[src/rtl/mux_lane_loader.sv]
// mux_lane_loader: packs serial lane words into a flat lane bus and sweeps
// the select index over every lane on command, feeding the lane mux.
module mux_lane_loader #(
  parameter int unsigned size = 4,
  parameter int unsigned n    = 3
) (
  input  logic                     clk,
  input  logic                     rst,
  input  logic                     clear,
  input  logic                     wr_valid,
  input  logic [size-1:0]          wr_data,
  output logic                     wr_ready,
  input  logic                     start,
  output logic [size*(2**n)-1:0]   lanes,
  output logic [n-1:0]             select,
  output logic                     bank_full,
  output logic                     scan_valid,
  output logic                     scan_done
);

  localparam int unsigned lane_count = 2**n;
  localparam int unsigned bus_w      = size * lane_count;
  localparam logic [n-1:0] last_lane = n'(lane_count - 1);

  typedef enum logic [1:0] {
    LOAD = 2'd0,
    FULL = 2'd1,
    SCAN = 2'd2
  } state_t;

  state_t       state;
  logic [n-1:0] wr_ptr;

  // Loader/sweeper FSM; every output is a register updated alongside state.
  always_ff @(posedge clk or posedge rst) begin
    if (rst) begin
      state      <= LOAD;
      wr_ptr     <= '0;
      lanes      <= '0;
      select     <= '0;
      wr_ready   <= 1'b0;
      bank_full  <= 1'b0;
      scan_valid <= 1'b0;
      scan_done  <= 1'b0;
    end else if (clear) begin
      // Restart loading; lane contents are kept and a same-cycle write is dropped.
      state      <= LOAD;
      wr_ptr     <= '0;
      select     <= '0;
      wr_ready   <= 1'b1;
      bank_full  <= 1'b0;
      scan_valid <= 1'b0;
      scan_done  <= 1'b0;
    end else begin
      case (state)
        LOAD: begin
          wr_ready <= 1'b1;
          if (wr_valid && wr_ready) begin
            for (int k = 0; k < lane_count; k++) begin
              if (wr_ptr == n'(k)) lanes[k*size +: size] <= wr_data;
            end
            wr_ptr <= wr_ptr + n'(1);
            if (wr_ptr == last_lane) begin
              state     <= FULL;
              wr_ready  <= 1'b0;
              bank_full <= 1'b1;
            end
          end
        end
        FULL: begin
          select     <= '0;
          wr_ready   <= 1'b0;
          bank_full  <= 1'b1;
          scan_done  <= 1'b0;
          if (start) begin
            state      <= SCAN;
            scan_valid <= 1'b1;
          end else begin
            scan_valid <= 1'b0;
          end
        end
        SCAN: begin
          wr_ready  <= 1'b0;
          bank_full <= 1'b1;
          if (select == last_lane) begin
            state      <= FULL;
            select     <= '0;
            scan_valid <= 1'b0;
            scan_done  <= 1'b0;
          end else begin
            select     <= select + n'(1);
            scan_valid <= 1'b1;
            scan_done  <= ((select + n'(1)) == last_lane);
          end
        end
        default: begin
          state      <= LOAD;
          wr_ptr     <= '0;
          select     <= '0;
          wr_ready   <= 1'b0;
          bank_full  <= 1'b0;
          scan_valid <= 1'b0;
          scan_done  <= 1'b0;
        end
      endcase
    end
  end

  // Width sanity for the flat lane bus.
  initial_check: assert property (@(posedge clk) $bits(lanes) == bus_w);

endmodule
[config.mk]
export PLATFORM = sky130hd
export DESIGN_NAME = mux_lane_loader
export DESIGN_NICKNAME = d
export VERILOG_FILES = /design/src/rtl/mux_lane_loader.sv
export SDC_FILE = /design/constraint.sdc
export NUM_CORES = 1
export LEC_CHECK = 0
export BUFFER_PORTS_ARGS = -buffer_cell sky130_fd_sc_hd__buf_2
export CAP_MARGIN = 20
export CORE_AREA = 5 5 68 77
export CTS_CLUSTER_DIAMETER = 120
export DETAILED_ROUTE_END_ITERATION = 16
export DIE_AREA = 0 0 73 82
export PLACE_DENSITY = 0.8
export REMOVE_ABC_BUFFERS = 1
export SYNTH_ARGS = -nofsm -noshare
export SYNTH_HDL_FRONTEND = slang
export SYNTH_SLANG_ARGS = --single-unit
[constraint.sdc]
create_clock -name clk -period 1.7 [get_ports clk]
set_input_delay 0.34 -clock clk [delete_from_list [all_inputs] [get_ports clk]]
set_output_delay 0.34 -clock clk [all_outputs]
set_load 0.01 [all_outputs]
==> run_results.csv <==
group,metric,value,unit
logic_synthesis,ys_types,29,
cts,cts-buffers-inserted,5,
sta,worst_slack,0.05447,ns
sta,max_freq,607.7,MHz
die,ios,48,
detailed_routing,wl,4387,µm
detailed_routing,detail_route.vias_per_cell,5.230,
cts,cts.clk_slew.worst_paths,0.08,ns
detailed_routing,drtIter0Drc,59,
logic_synthesis,yosys-top-cells-area,"dfrtp_1 54%, mux2_2 18%, ha_1 8.0%",
logic_synthesis,synth_flop_cell,"dfrtp_1",
placed_design,place_ws,-0.04442,ns
logic_synthesis,synth_seq_area_share,0.5432,
sta,layout_min_cycle_time,1.646,ns
cts,clock_path_buffers,2,
die,core,0.004424,mm²
global_route,grt_pass1_wl,7438,µm
worst_setup_path,crit_fanout,4,
logic_synthesis,yosysTopAreaCellShare,0.5432,
logic_synthesis,synth_common_cells,"44 x dfrtp_1, 32 x mux2_2, 13 x ha_1, 10 x nand2_1, 9 x inv_1",
logic_synthesis,yosys_warnings,0,
placed_design,gp_congestion,0.8371,
power,power,2.576,mW
finish,fin_util,0.5953,
logic_synthesis,syn-cell-area,0.002027,mm²
logic_synthesis,ys_ff_latch,44,
power,p_leak,1.349,nW
worst_setup_path,start_kind,"flip-flop",
detailed_routing,drtAntennaViolNets,0,
logic_synthesis,syn_avg_cell_area,12.75,µm²
global_route,grt_max_degree,45,
placed_design,numPortBuffers,47,
cts,cts_max_level,2,
sta,relSlewSlack,0.7571,
worst_hold_path,hp-class,"in -> async",
sta,setup_viol,0,
run_status,outcome,"finished, final reports clean",
placed_design,place_area,0.002432,mm²
detailed_routing,drc_errors,0,
worst_setup_path,path_class,"reg -> reg",
sta,hold_violations,0,
die,chipWidth,73,µm
sta,finalCritPeriodShare,0.9680,
detailed_routing,drt_first_pass_iters,4,
finish,n_antenna_cell,0,
global_route,overflow,0,
cts,tritoncts,"built",
sta,grt_setup_unrepaired,"yes",
cts,cts.sinks,44,
finish,nFillCells,373,
finish,final_cell_area,0.002634,mm²
finish,area_growth,29.94,%
logic_synthesis,yosysMostFrequentCell,"dfrtp_1",
cts,insertion_delay,0.29,ns
die,die_area,0.005986,mm²
power,peakVddDrop,0.0007977,V
detailed_routing,wl_per_cell,15.50,µm
power,powerDensity,978.0,mW/mm²
worst_setup_path,crit_arrival,1.83,ns
die,rows,26,
logic_synthesis,yosys.area.top_type,"dfrtp_1",
die,initial_core_util,0.4581,
logic_synthesis,async_flop_share,1.000,
worst_setup_path,worst_setup_path_end_kind,"flip-flop",
finish,drive_above_1_share,0.5198,
detailed_routing,vias,1480,
sta,finalMaxSlewViolations,0,
placed_design,hpwl,3186,µm
sta,fin_worst_skew,0.002462,ns
logic_synthesis,synth-edff-count,0,
cts,clockRootBuffer,"clkbuf_8",
logic_synthesis,synthCells,159,
global_route,antenna_found_initial,0,
global_route,grt_use_total,0.1617,
finish,final_nets,249,
worst_setup_path,reg2reg_from,"state[1]",
worst_setup_path,required,1.89,ns
sta,holdWs,0.06528,ns
job,drv_cap,0,
cts,holdBufCountCts,0,
global_route,grt_pass1_vias,1588,
worst_setup_path,startpoint,"state[1]",
sta,worstMarginPinSlew,0.3552,ns
die,die_y,82,µm
[sequential cells by signal, summed over array words and instances, names as in the netlist]
register	count
bank_full	1
lanes	32
scan_done	1
scan_valid	1
select	3
state	2
wr_ptr	3
wr_ready	1
[worst paths after layout]
path / slack, ns / cells after the start / to
setup reg to reg: 0.05 / 6 / lanes[12]
hold / removal: 0.07 / 3 / lanes[28]
setup / recovery: 0.05 / 6 / lanes[12]
hold reg to reg: 0.51 / 1 / lanes[3]
max in group asynchronous: 1.43 / 3 / wr_ptr[0]
min in group clk: 0.34 / 2 / wr_ptr[1]
[layout make-up]
| cell class | count | area (µm²) | share of cell area |
|---|---|---|---|
| sequential | 44 | 1101 | 0.4181 |
| clock inverter | 2 | 60.06 | 0.02280 |
| multi-input combinational | 102 | 913.4 | 0.3468 |
| clock buffer | 5 | 68.82 | 0.02613 |
| timing repair buffer | 65 | 386.6 | 0.1468 |
| tap | 56 | 70.07 | 0.02660 |
| inverter | 9 | 33.78 | 0.01283 |
[per-stage QoR]
stage	cells	setup TNS, ns
2_1_floorplan	155	-4.184
3_3_place_gp	272	0
3_5_place_dp	272	-0.5003
4_1_cts	279	0
5_1_grt	283	-0.1603
6_report	283	0
[kinds of logic (layout without fill, tap and decap cells)]
group,count (synthesis),count (layout),synth area share
DFF,44,44,0.5432
and+or+nand+nor,41,41,0.1198
muxes,32,32,0.1778
AOI/OAI and AO/OA,16,16,0.05371
adders and majority gates,13,13,0.08025
buffers and inverters,13,81,0.02531
[power by group]
part,internal [mW],total [mW],leakage (nW),switching [mW]
clock,0.578,0.920,0.0642,0.342
sequential,1.17,1.23,0.583,0.0620
combinational,0.212,0.426,0.702,0.214
[cells in the final DEF, fill, tap and decap left out, drive strengths merged]
master    n
bufinv    2
a211o     1
nand3b    1
a221oi    1
nand3     5
inv       8
mux2     32
ha       13
nand4b    1
a21oi     7
nor3      5
a21o      1
clkbuf    5
clkinv    1
nand2    10
or4       1
nor2      4
nand2b    4
or4b      1
a31oi     1
or3       3
o31ai     2
o32a      1
o2bb2ai   1
buf      65
dfrtp    44
nand4     2
nor2b     4
a2111oi   1
[worst max-delay path, cell delays in order, from the launching register on]
cell and delay [ns]:
dfrtp_1 0.39, inv_2 0.09, ha_4 0.16, buf_6 0.11, nor2b_4 0.15, nand4_1 0.25, mux2_4 0.37
[metal layers]
| metal | vias to the layer above | part of all wire | routed length [µm] | global-route usage |
|---|---|---|---|---|
| met2 | 48 | 0.50 | 2181 | 0.2755 |
| met3 | 5 | 0.078 | 344 | 0.05386 |
| li1 | 698 | - | - | - |
| met4 | 0 | 0.0096 | 42 | 0.04982 |
| met1 | 729 | 0.41 | 1819 | 0.1922 |
| met5 | - | 0 | 0 | 0 |
[repair_timing]
item | CTS | global route
buffers inserted | 0 | 4
endpoints found under the hold margin | 0 | 0
gates resized for setup | 6 | 6
gates cloned | 0 | 0
setup endpoints to repair | 22 | 15
pin swaps | 2 | 3
Note: power is estimated with default switching activity, not from simulation.
